[src/rtl/serial_adder_pkg.sv]
// ---------------------------------------------------------------------------
// serial_adder_pkg
//
// Purpose:
//   Items shared by the bit-serial adder and its bench-facing users: the
//   default operand width, the FSM state encoding and a couple of small
//   helpers. No ports; this is a package.
//
// Contents:
//   DEFAULT_WIDTH   default operand/sum width of serial_adder
//   state_t         FSM states ST_IDLE=0, ST_RUN=1, ST_DONE=2 (3 unused)
//   is_known_state  true for the three encodings the FSM actually uses
//   cnt_last        terminal value of the per-bit counter for a width
//
// Configuration macro: none here (see serial_adder.sv for
// SERIAL_ADDER_SUB_EN).
// ---------------------------------------------------------------------------
package serial_adder_pkg;

    localparam int DEFAULT_WIDTH = 8;

    // Encoding 2'd3 is never entered on purpose; the FSM treats it as IDLE so
    // that a corrupted state register recovers on the next edge.
    typedef enum logic [1:0] {
        ST_IDLE = 2'd0,
        ST_RUN  = 2'd1,
        ST_DONE = 2'd2
    } state_t;

    function automatic logic is_known_state(input state_t s);
        return (s == ST_IDLE) || (s == ST_RUN) || (s == ST_DONE);
    endfunction

    // The counter starts at 0 on acceptance, so the last bit is processed
    // while the counter equals width-1.
    function automatic int cnt_last(input int width);
        return width - 1;
    endfunction

endpackage : serial_adder_pkg

[src/rtl/one_bit_adder.sv]
// ---------------------------------------------------------------------------
// one_bit_adder
//
// Purpose:
//   Purely combinational full adder cell. serial_adder reuses a single
//   instance of it for every bit position of the operands.
//
// Ports:
//   a       input   1  operand bit A
//   b       input   1  operand bit B
//   c_in    input   1  carry into this bit
//   sum     output  1  a ^ b ^ c_in
//   c_out   output  1  majority(a, b, c_in)
// ---------------------------------------------------------------------------
module one_bit_adder (
    input  logic a,
    input  logic b,
    input  logic c_in,
    output logic sum,
    output logic c_out
);

    always_comb begin
        sum   = a ^ b ^ c_in;
        c_out = (a & b) | (a & c_in) | (b & c_in);
    end

endmodule : one_bit_adder

[src/rtl/serial_adder.sv]
// ---------------------------------------------------------------------------
// serial_adder
//
// Purpose:
//   Bit-serial WIDTH-bit adder. Operands are captured over an in_valid /
//   in_ready handshake, then one bit per clock (LSB first) is pushed through
//   a single one_bit_adder with the carry held in a flip-flop. After WIDTH
//   cycles the full sum and the final carry are presented over an
//   out_valid / out_ready handshake and held until the consumer takes them.
//   Overflow is not an error: sum wraps and the carry shows up on c_out.
//
// Parameters:
//   WIDTH   operand and sum width (>= 2), default 8
//   CNT_W   bit counter width, derived as $clog2(WIDTH)
//
// Ports:
//   clk        input   1      rising-edge clock
//   rst_n      input   1      asynchronous active-low reset
//   in_valid   input   1      operands a, b, c_in presented
//   in_ready   output  1      operands can be accepted (IDLE only)
//   a          input   WIDTH  operand A
//   b          input   WIDTH  operand B
//   c_in       input   1      initial carry-in
//   sub        input   1      (SERIAL_ADDER_SUB_EN only) compute a - b
//   out_valid  output  1      sum and c_out are valid (DONE only)
//   out_ready  input   1      consumer accepts the result
//   sum        output  WIDTH  (a + b + c_in) mod 2^WIDTH
//   c_out      output  1      carry out of bit WIDTH-1
//   busy       output  1      a computation is in progress (RUN only)
//
// Configuration macro:
//   SERIAL_ADDER_SUB_EN  when defined, adds the sub port. With sub=1 the
//                        block computes a - b (two's complement: ~b plus a
//                        forced carry-in of 1, c_in ignored) and c_out=1
//                        means no borrow. Undefined: addition only.
// ---------------------------------------------------------------------------
module serial_adder
    import serial_adder_pkg::*;
#(
    parameter int WIDTH = DEFAULT_WIDTH
) (
    input  logic             clk,
    input  logic             rst_n,
    input  logic             in_valid,
    output logic             in_ready,
    input  logic [WIDTH-1:0] a,
    input  logic [WIDTH-1:0] b,
    input  logic             c_in,
`ifdef SERIAL_ADDER_SUB_EN
    input  logic             sub,
`endif
    output logic             out_valid,
    input  logic             out_ready,
    output logic [WIDTH-1:0] sum,
    output logic             c_out,
    output logic             busy
);

    localparam int CNT_W = $clog2(WIDTH);
    localparam logic [CNT_W-1:0] LAST_CNT = CNT_W'(cnt_last(WIDTH));

    state_t           state;
    logic [WIDTH-1:0] a_sr;
    logic [WIDTH-1:0] b_sr;
    logic [WIDTH-1:0] sum_sr;
    logic             carry;
    logic [CNT_W-1:0] cnt;

    logic [WIDTH-1:0] b_load;
    logic             carry_load;
    logic             cell_sum;
    logic             cell_c_out;
    logic [WIDTH-1:0] sum_next;

    // Values loaded into the B shift register and the carry flop when
    // operands are accepted. Subtraction is a + ~b + 1, so it only changes
    // what gets loaded; the per-bit datapath is the same for both modes.
`ifdef SERIAL_ADDER_SUB_EN
    always_comb begin
        b_load     = b;
        carry_load = c_in;
        if (sub) begin
            b_load     = ~b;
            carry_load = 1'b1;
        end
    end
`else
    always_comb begin
        b_load     = b;
        carry_load = c_in;
    end
`endif

    // The single full-adder cell always looks at the current LSBs and the
    // stored carry; its outputs are only consumed in RUN.
    one_bit_adder u_cell (
        .a     (a_sr[0]),
        .b     (b_sr[0]),
        .c_in  (carry),
        .sum   (cell_sum),
        .c_out (cell_c_out)
    );

    // Sum bits enter at the MSB and move right, so after WIDTH shifts the
    // first (LSB) result bit has reached position 0.
    always_comb begin
        sum_next = {cell_sum, sum_sr[WIDTH-1:1]};
    end

    // Control FSM and datapath registers. The handshake/status outputs are
    // registered alongside the state so that none of them has a
    // combinational path from any input. sum/c_out are only written when the
    // last bit completes, so they stay stable throughout DONE regardless of
    // how long out_ready is held low.
    always_ff @(posedge clk or negedge rst_n) begin
        if (!rst_n) begin
            state     <= ST_IDLE;
            a_sr      <= '0;
            b_sr      <= '0;
            sum_sr    <= '0;
            carry     <= 1'b0;
            cnt       <= '0;
            sum       <= '0;
            c_out     <= 1'b0;
            in_ready  <= 1'b1;
            out_valid <= 1'b0;
            busy      <= 1'b0;
        end else begin
            case (state)
                ST_IDLE: begin
                    if (in_valid && in_ready) begin
                        a_sr     <= a;
                        b_sr     <= b_load;
                        carry    <= carry_load;
                        cnt      <= '0;
                        state    <= ST_RUN;
                        in_ready <= 1'b0;
                        busy     <= 1'b1;
                    end
                end

                ST_RUN: begin
                    sum_sr <= sum_next;
                    carry  <= cell_c_out;
                    a_sr   <= a_sr >> 1;
                    b_sr   <= b_sr >> 1;
                    cnt    <= cnt + 1'b1;
                    if (cnt == LAST_CNT) begin
                        sum       <= sum_next;
                        c_out     <= cell_c_out;
                        state     <= ST_DONE;
                        busy      <= 1'b0;
                        out_valid <= 1'b1;
                    end
                end

                ST_DONE: begin
                    if (out_ready) begin
                        state     <= ST_IDLE;
                        out_valid <= 1'b0;
                        in_ready  <= 1'b1;
                    end
                end

                default: begin
                    // Unused encoding behaves as IDLE and is cleaned up.
                    state     <= ST_IDLE;
                    in_ready  <= 1'b1;
                    out_valid <= 1'b0;
                    busy      <= 1'b0;
                end
            endcase
        end
    end

endmodule : serial_adder

[config.mk]
export PLATFORM = sky130hd
export DESIGN_NAME = serial_adder
export DESIGN_NICKNAME = d
export VERILOG_FILES = /design/src/rtl/serial_adder_pkg.sv /design/src/rtl/one_bit_adder.sv /design/src/rtl/serial_adder.sv
export SDC_FILE = /design/constraint.sdc
export NUM_CORES = 1
export LEC_CHECK = 0
export ABC_AREA = 1
export CAP_MARGIN = 5
export CORE_ASPECT_RATIO = 0.8
export CORE_MARGIN = 3
export CORE_UTILIZATION = 50
export DETAILED_ROUTE_END_ITERATION = 7
export PLACE_DENSITY = 0.73
export SLEW_MARGIN = 40
export SYNTH_ARGS = -nofsm -noshare
export SYNTH_HDL_FRONTEND = slang
export SYNTH_SLANG_ARGS = --single-unit
[constraint.sdc]
create_clock -name clk -period 1.7 [get_ports clk]
set_clock_uncertainty 0.1 [all_clocks]
set_input_delay 0.34 -clock clk [delete_from_list [all_inputs] [get_ports clk]]
set_output_delay 0.34 -clock clk [all_outputs]
set_load 0.02 [all_outputs]
Yosys cells after proc, flatten, opt, wreduce, memory -nomap -nowiden
Index checks and enable logic that the tools add are counted.

word-level totals
  flip-flop bits (word level) = 42
  input bits = 21
  output and inout port bits = 12
  logic and storage cells = 58

cells by class
  add/sub/neg operators = 1
  equal/unequal tests = 6
  muxes and demuxes = 21
  bitwise logic cells = 10
  reduce and logical (&&, ||, !) cells = 9

operator list
  operator                                              number
  one-hot mux 8 bit (2 select lines)                    2
  2-to-1 mux 8 bit                                      2
  AND reduction 3 bit                                   4
  one-hot mux 1 bit (3 select lines)                    3
  2-to-1 mux 1 bit                                      7
  2-to-1 mux 2 bit                                      3
  != test 2 bit (second input constant)                 3
  one-hot mux 2 bit (3 select lines)                    1
  one-hot mux 3 bit (2 select lines)                    1
  AND reduction 2 bit                                   2
  adder 3 x 1 -> 3 bit (second input constant)          1
  AND 1 bit                                             3
  equality test 3 bit (second input constant)           1
  2-to-1 mux 3 bit                                      1
  NOT 1 bit                                             3
  equality test 2 x 1 -> 1 bit (second input constant)  1
  equality test 2 bit (second input constant)           1
  logical NOT 2 bit                                     1
  bitwise OR 1 bit                                      2
  one-hot mux 1 bit (2 select lines)                    1
  nonzero test 2 bit                                    1
  bitwise XOR 1 bit                                     2
  logical AND 1 bit                                     1

Longest topological paths before layout
Gate-level depths: netlist of run 1.

  word-level depth = 4
  mapped depth = 8

By module
Synthesis of run 1 repeated with hierarchy kept, for this count alone.

unflattened totals
  cell total of the unflattened synthesis = 224
  area total of the unflattened synthesis = 1839.3 um2

modules (own cells, without submodules)
  module         instances  cells an instance  area each (um2)  sequential area each (um2)
  serial_adder   1          223                1819.2           1027.2
  one_bit_adder  1          1                  20.0             0.0

Worst setup path before layout of run 1
Ideal clock, no wire load.

  kind = register to register
  start = reg cnt[0]
  end = reg state[1]
  setup time = 0.121 ns
  data arrival time = 1.154 ns
  required time = 1.479 ns
  setup slack = 0.326 ns
  stages on the path, launching flop included = 8
  clock period less this slack = 1.374 ns
  cells stage by stage = dfrtp_1 > ha_1 > ha_1 > inv_1 > nor2_4 > inv_4 > buf_6 > nand2_1

on the way
  longest elaborated chain between the ends = 3

ends and longest elaborated chain
  item                                  line                 text
  start: declaration                    serial_adder.sv:67   logic [CNT_W-1:0] cnt;
  start signal: assignment              serial_adder.sv:147  cnt <= cnt + 1'b1;
  equality test 3 bit                   serial_adder.sv:148  if (cnt == LAST_CNT) begin
  != test 2 bit (no source line)        n/a
  AND reduction 3 bit (no source line)  n/a
  end signal: assignment                serial_adder.sv:151  state <= ST_DONE;
  end signal: assignment                serial_adder.sv:159  state <= ST_IDLE;
  end signal: assignment                serial_adder.sv:167  state <= ST_IDLE;
  end: declaration                      serial_adder.sv:62   state_t state;

No other way between the ends.
A chain may end at the register's enable or synchronous reset.

Worst setup path after layout of run 1
  start = reg in_ready
  end = out in_ready

RTL lines
  item                      line                 text
  start: declaration        serial_adder.sv:45   output logic in_ready,
  start signal: assignment  serial_adder.sv:125  in_ready <= 1'b1;
  start signal: assignment  serial_adder.sv:137  in_ready <= 1'b0;
  start signal: assignment  serial_adder.sv:161  in_ready <= 1'b1;

No word-level cell between the ends.

==> results.yml, run 1 <==
synth:
  seq_area_frac_synth: 0.546
  yosysWarningCount: 0
  synth_seq_cells: 41
  synth_area_per_cell_um2: 8.44
  synth_area_mm2: 0.00188
  synthesis.nets: 247
  syn_inst: 223
  yosysUniqueCellTypes: 21
critical_path:
  ff2ff_setup_slack_ns: 0.23
  critical_path_buf_inv_count: 1
  rr_startpoint: "cnt[0]$_DFFE_PN0P_"
  worstPathArrival_ns: 1.18
  path_delay_family: "flip-flops"
  crit_path_cell_trace: "dlygate4sd2_1"
  timing.critical_path.to_type: "output port"
  max_stage_delay_ns: 0.56
  ff2ff_path_depth: 7
  crit_path_top_delay_cell: "sky130_fd_sc_hd__dfstp_2"
  worst-setup-path-type: "reg2out"
  worstSetupStartpointType: "flip-flop"
  worst_r2r_endpoint: "c_out$_DFFE_PN0P_"
  crit_path_max_fanout: 4
  timing.critical_path.required_ns: 1.26
  timing.critical_path.depth: 1
power_and_ir_drop:
  powerDensity_mw_per_mm2: 1750
  fin_total_pwr_mw: 4.12
  power.static_leakage_nw: 1.36
  max-vdd-ir-drop_v: 0.00101
min_path:
  hold_class: "in2async"
clocking:
  post_cts.repair.setup_buffers: 0
  htree_num_levels: 2
  clock-sinks: 41
  number_of_cts_inserted_buffers: 5
  cts_tree: "built"
  postCtsHoldBufs: 0
  clock_insertion_delay_worst_skew_ns: 0.29
  clock_pin_slew_on_the_worst_setup_and_hold_paths_ns: 0.07
  maximum_buffer_depth_of_the_clock_tree: 2
  ctsRootBufferMaster: "sky130_fd_sc_hd__clkbuf_8"
timing:
  timing.final.crit_period_ns: 1.62
  hold_slack_ns: -0.00523
  worst-slew-pin-transition_ns: 0.503
  worst_slew_margin_rel: 0.665
  final_critical_path_setup_slack_ns: 0.0808
  rsz_0062_raised_after_global_routing: "false"
  setup_viol_count_final: 0
  timing.fmax_mhz: 618
  setup-tns-final_ns: 0
  finalHoldViolCount: 4
  timing_max_transition_violations_final: 0
  timing.final.crit_share: 0.952
global_routing:
  grt_pass1_vias: 1197
  grt_overflow: 0
  antenna_found_initial: 0
  grt_start_max_net_pins: 42
  globalRouteMet3Util: 0.0646
  groute.layer.met2.usage: 0.219
  global_route.peak_usage_layer: "met1"
  grtUsageMet1: 0.237
  grt_pass1_wl_um: 5420
  grt.total_usage: 0.161
floorplanning:
  die_h_um: 60.9
  rows: 19
  die_area_mm2: 0.00454
  die_x_um: 74.6
  ioPinCount: 33
  fp.coreArea_mm2: 0.00352
  starting_density_of_the_core: 0.535
placed_design:
  placement.setup.worst_slack_ns: 0.118
  gp_congestion: 0.768
  detailed_place_hpwl_um: 2250
  dpl.cell_count: 294
  io_buffer_count: 32
  dpl-instance-area_mm2: 0.00221
layout:
  post_layout_nonfiller_instances: 302
  antenna_cells_inserted: 0
  drive_gt1_frac: 0.115
  areaGrowthSynthToFinish_pct: 24.9
  fill_cells: 301
  design.final.nets: 283
  final_core_util: 0.668
  stdcell_area_mm2: 0.00235
status:
  status: "finished, violations left"
  failed_checks: "negative hold slack"
drt:
  drc_errors: 0
  detail_route.wl_per_cell_um: 10.9
  first_pass_iters: 4
  routed_wl_um: 3300
  detailedRoute.firstIterationViolations: 64
  vias_per_cell: 4.68
  number_of_antenna_violating_nets_in_the_routed_design: 0
  routed-via-count: 1412
flow_run:
  timing.max_cap.violations: 0
==> timing repair <==
action	in CTS	in global routing
gates resized for setup	4	8
setup endpoints to repair	4	8
gates cloned	0	0
==> sequential cells by signal (all words and copies together), names as in the netlist <==
| signal | count |
|---|---|
| out_valid | 1 |
| cnt | 3 |
| c_out | 1 |
| state | 2 |
| busy | 1 |
| carry | 1 |
| sum | 8 |
| a_sr | 8 |
| b_sr | 8 |
| in_ready | 1 |
| sum_sr | 7 |
==> layer usage <==
layer	share of wire	vias to the layer above
met5	0	-
met4	0.012	0
met3	0.057	5
met2	0.41	30
met1	0.52	626
li1	-	751
==> kinds of logic (layout without fill, tap and decap cells) <==
| group | after synthesis | count (layout) | share of synthesized area |
|---|---|---|---|
| flip-flops | 41 | 41 | 0.546 |
| buffers and inverters | 24 | 61 | 0.0725 |
| AO/OA/AOI/OAI | 20 | 20 | 0.0691 |
| AND/OR/NAND/NOR | 135 | 135 | 0.289 |
| adder cells (fa/ha/maj) | 3 | 3 | 0.0239 |
==> worst max-delay path by stage <==
stage                               start                    to  slack (ns)
floorplan              cnt[0]$_DFFE_PN0P_  state[1]$_DFFE_PN0P_        0.33
global placement     in_ready$_DFFE_PN1P_              in_ready        0.13
detailed placement   in_ready$_DFFE_PN1P_              in_ready        0.12
CTS                 out_valid$_DFFE_PN0P_             out_valid       0.001
global route         in_ready$_DFFE_PN1P_              in_ready        0.03
finish               in_ready$_DFFE_PN1P_              in_ready        0.08
==> layout by cell type (no fill, tap or decap), drive strengths merged <==
cell type,instances
fa,1
dlygate4sd2,4
bufinv,1
nor2,3
clkbuf,6
inv,17
dfrtp,40
o21ai,19
nand2,127
clkdlybuf4s50,19
ha,2
clkinvlp,1
a21oi,1
nand3b,1
buf,5
nand3,4
dlymetal6s2s,8
dfstp,1
==> report_power, final <==
| part | leakage [nW] | switching [mW] | internal, mW | total [mW] |
|---|---|---|---|---|
| Clock | 0.0574 | 0.328 | 0.477 | 0.806 |
| Combinational | 0.777 | 1.06 | 0.643 | 1.70 |
| Sequential | 0.527 | 0.223 | 1.39 | 1.61 |
| Total | 1.36 | 1.61 | 2.51 | 4.12 |
==> area by class of cell <==
| class | count | area (um^2) | share of cell area |
|---|---|---|---|
| clock buffers | 6 | 82.6 | 0.0351 |
| clock inverters | 2 | 37.5 | 0.0160 |
| inverters | 17 | 71.3 | 0.0304 |
| multi-input cells | 158 | 718 | 0.306 |
| flip-flops and latches | 41 | 1030 | 0.437 |
| well taps | 42 | 52.6 | 0.0224 |
| repair buffers | 36 | 360 | 0.153 |
==> synth_stat cells (all sizes together) <==
cell type	instances	share of area
nand3	4	0.013
nand3b	1	0.0040
inv	17	0.038
buf	7	0.035
o21ai	19	0.066
nor2	3	0.010
nand2	127	0.26
fa	1	0.011
dfstp	1	0.014
a21oi	1	0.0027
dfrtp	40	0.53
ha	2	0.013
Power figures use the tool's default switching activity.
==> run 2, diff against run 1 <==
- TNS_END_PERCENT: default -> 50
==> results of run 2 <==
No change in the layout: final DEF, timing and power equal those of run 1.
==> run 3, diff against run 2 <==
- ABC_AREA: 1 -> default
- RECOVER_POWER: default -> 50
==> run 3 against run 2 <==
Effect of this change:
- the run now ends clean
- sequential power is 3% lower
- core utilization is 0.25 points higher
- critical path type unchanged
- area after synthesis down 0.47%
- critical path depth stayed put
- hold slack gained 0.39 ns
- final cell count is 19% lower
- first-iteration DRC count grew 36%
- worst setup slack better by 0.037 ns
- highest routed layer unchanged
==> results.yml, run 3 <==
power_and_ir_drop:
  sw_frac: 0.318
  max-vdd-ir-drop_v: 0.000716
  fin_total_pwr_mw: 3.47
  p_seq_frac: 0.450
  p_int_mw: 2.37
  power_frac_comb: 0.321
  clock_power_share: 0.229
  power.static_leakage_nw: 1.22
  p_sw_mw: 1.10
  powerDensity_mw_per_mm2: 1470
clocking:
  maximum_buffer_depth_of_the_clock_tree: 2
  clock_insertion_delay_worst_skew_ns: 0.29
  post_cts.repair.setup_buffers: 0
  ctsRootBufferMaster: "sky130_fd_sc_hd__clkbuf_8"
  number_of_cts_inserted_buffers: 5
  clock-sinks: 41
  htree_num_levels: 2
  clock_pin_slew_on_the_worst_setup_and_hold_paths_ns: 0.07
  cts_tree: "built"
floorplanning:
  ioPinCount: 33
  die_area_mm2: 0.00452
  rows: 19
  starting_density_of_the_core: 0.532
  fp.coreArea_mm2: 0.00352
  die_x_um: 74.4
  die_h_um: 60.7
placed_design:
  dpl.cell_count: 235
  detailed_place_hpwl_um: 2670
  io_buffer_count: 32
  dpl-instance-area_mm2: 0.00225
  gp_congestion: 0.778
  placement.setup.worst_slack_ns: -0.0205
critical_path:
  timing.critical_path.to_type: "output port"
  timing.critical_path.required_ns: 1.26
  ff2ff_path_depth: 4
  worstPathArrival_ns: 1.14
  max_stage_delay_ns: 0.53
  critical_path_buf_inv_count: 1
  worstSetupStartpointType: "flip-flop"
  crit_path_cell_trace: "dlygate4sd2_1"
  crit_path_top_delay_cell: "sky130_fd_sc_hd__dfstp_2"
  crit_path_max_fanout: 2
  worst-setup-path-type: "reg2out"
  path_delay_family: "flip-flops"
  timing.critical_path.depth: 1
timing:
  finalHoldViolCount: 0
  timing.final.crit_period_ns: 1.58
  rsz_0062_raised_after_global_routing: "false"
  timing_max_transition_violations_final: 0
  setup-tns-final_ns: 0
  worst-slew-pin-transition_ns: 0.419
  final_critical_path_setup_slack_ns: 0.118
  timing.final.crit_share: 0.931
  worst_slew_margin_rel: 0.721
  timing.fmax_mhz: 632
  setup_viol_count_final: 0
synth:
  synth_flop_cell: "sky130_fd_sc_hd__dfrtp_1"
  postSynth.asyncResetShare: 1.00
  synth_seq_cells: 41
  synthMostInstantiatedCell: "sky130_fd_sc_hd__dfrtp_1"
  synth_area_mm2: 0.00187
  synth_area_per_cell_um2: 11.6
  yosysWarningCount: 0
  yosysUniqueCellTypes: 29
  synthTopCellsByCount: "sky130_fd_sc_hd__dfrtp_1, sky130_fd_sc_hd__nand2_1, sky130_fd_sc_hd__o21ai_1, sky130_fd_sc_hd__o21ai_0, sky130_fd_sc_hd__mux2i_1"
  number_of_enable_type_register_cells_in_the_synthesized_netlist: 0
  yosys.area.top_type_share: 0.534
  post-synth-top-area-cell: "sky130_fd_sc_hd__dfrtp_1"
  synth.top_cells.by_area: "sky130_fd_sc_hd__dfrtp_1, sky130_fd_sc_hd__mux2i_1, sky130_fd_sc_hd__mux2_4"
  synthesis.nets: 185
  seq_area_frac_synth: 0.548
  syn_inst: 161
status:
  status: "finished, final reports clean"
layout:
  fill_cells: 289
  antenna_cells_inserted: 0
  mostFrequentLayoutCells: "sky130_fd_sc_hd__dfrtp_1, sky130_fd_sc_hd__nand2_1, sky130_fd_sc_hd__o21ai_1, sky130_fd_sc_hd__clkdlybuf4s50_1, sky130_fd_sc_hd__o21ai_0"
  post_layout_nonfiller_instances: 244
  drive_gt1_frac: 0.153
  stdcell_area_mm2: 0.00236
  top_regs: "a_sr: 8 flops, b_sr: 8 flops, sum: 8 flops"
  design.final.nets: 225
  ff_latch_area_mm2: 0.00103
  multi_input_area_um2: 742
  mostFrequentLayoutCell: "sky130_fd_sc_hd__dfrtp_1"
  areaGrowthSynthToFinish_pct: 25.9
drt:
  routed-via-count: 1328
  routed_wl_um: 3630
  number_of_antenna_violating_nets_in_the_routed_design: 0
  first_pass_iters: 4
  drc_errors: 0
  detailedRoute.firstIterationViolations: 87
  vias_per_cell: 5.44
  detail_route.wl_per_cell_um: 14.9
min_path:
  hold_class: "reg2reg"
  whs_path_cells: 1
global_routing:
  grt_pass1_wl_um: 6190
  antenna_found_initial: 0
  grt_start_max_net_pins: 25
  grt.total_usage: 0.187
  grt_overflow: 0
  grt_pass1_vias: 1284
flow_run:
  timing.max_cap.violations: 0
## run 3: cell count changes in the layout (fill, tap and decap cells not counted), sizes merged, moves of 8 or more
cell,delta
nand2,-101
o21ai,+16
mux2i,+15
inv,-13
mux2,+9
dlymetal6s2s,-8
## run 3: per-stage QoR
stage	hold slack (ns)	util
after floorplan	-0.0556	-
after global placement	0.186	0.640
after detailed placement	0.202	0.640
after CTS	0.386	0.672
after global routing	0.398	0.670
final	0.386	0.670
## run 3: kinds of logic (layout without fill, tap and decap cells)
| group | count (synthesis) | after routing | synth area share |
|---|---|---|---|
| buf+inv | 14 | 55 | 0.0554 |
| simple gates | 33 | 33 | 0.0842 |
| compound gates | 46 | 46 | 0.136 |
| fa+ha+maj | 3 | 3 | 0.0240 |
| mux | 24 | 24 | 0.152 |
| flops | 41 | 41 | 0.548 |
## run 3: area by class of cell
cell class,instances,share of cell area
clock buffer,7,0.0366
clock inverter,1,0.0127
inverter,4,0.00637
multi-input combinational,106,0.315
sequential,41,0.436
tap,42,0.0223
timing repair buffer,43,0.172
## run 3: power by group through the flow
stage               Combinational, mW  Clock [mW]  Sequential (mW)
floorplan                       0.734           0             1.63
global placement                 1.15           0             1.56
detailed placement               1.20           0             1.58
CTS                              1.15       0.816             1.57
global route                     1.24       0.860             1.61
finish                           1.11       0.795             1.56
## run 3: layer usage
layer	wire length, um	up-vias	track usage
met4	34	0	0.0660
met2	1790	24	0.290
met3	164	6	0.0679
li1	-	638	-
met1	1650	660	0.244
met5	0	-	0
## run 3: repair_timing
item	CTS	global route
hold endpoints to repair	17	0
endpoints found under the setup margin	11	1
gates resized for setup	11	1
hold buffers	1	0
pin swaps	0	0
## run 3: worst paths after layout
path                                      start              endpoint  slack (ns)
max in group asynchronous                 rst_n  in_ready$_DFFE_PN1P_        0.54
min in group asynchronous                 rst_n   b_sr[2]$_DFFE_PN0P_        0.41
min reg2reg                  cnt[0]$_DFFE_PN0P_    cnt[0]$_DFFE_PN0P_        0.39
min                          cnt[0]$_DFFE_PN0P_    cnt[0]$_DFFE_PN0P_        0.39
max reg2reg                  cnt[0]$_DFFE_PN0P_    sum[6]$_DFFE_PN0P_        0.15
max                        in_ready$_DFFE_PN1P_              in_ready        0.12
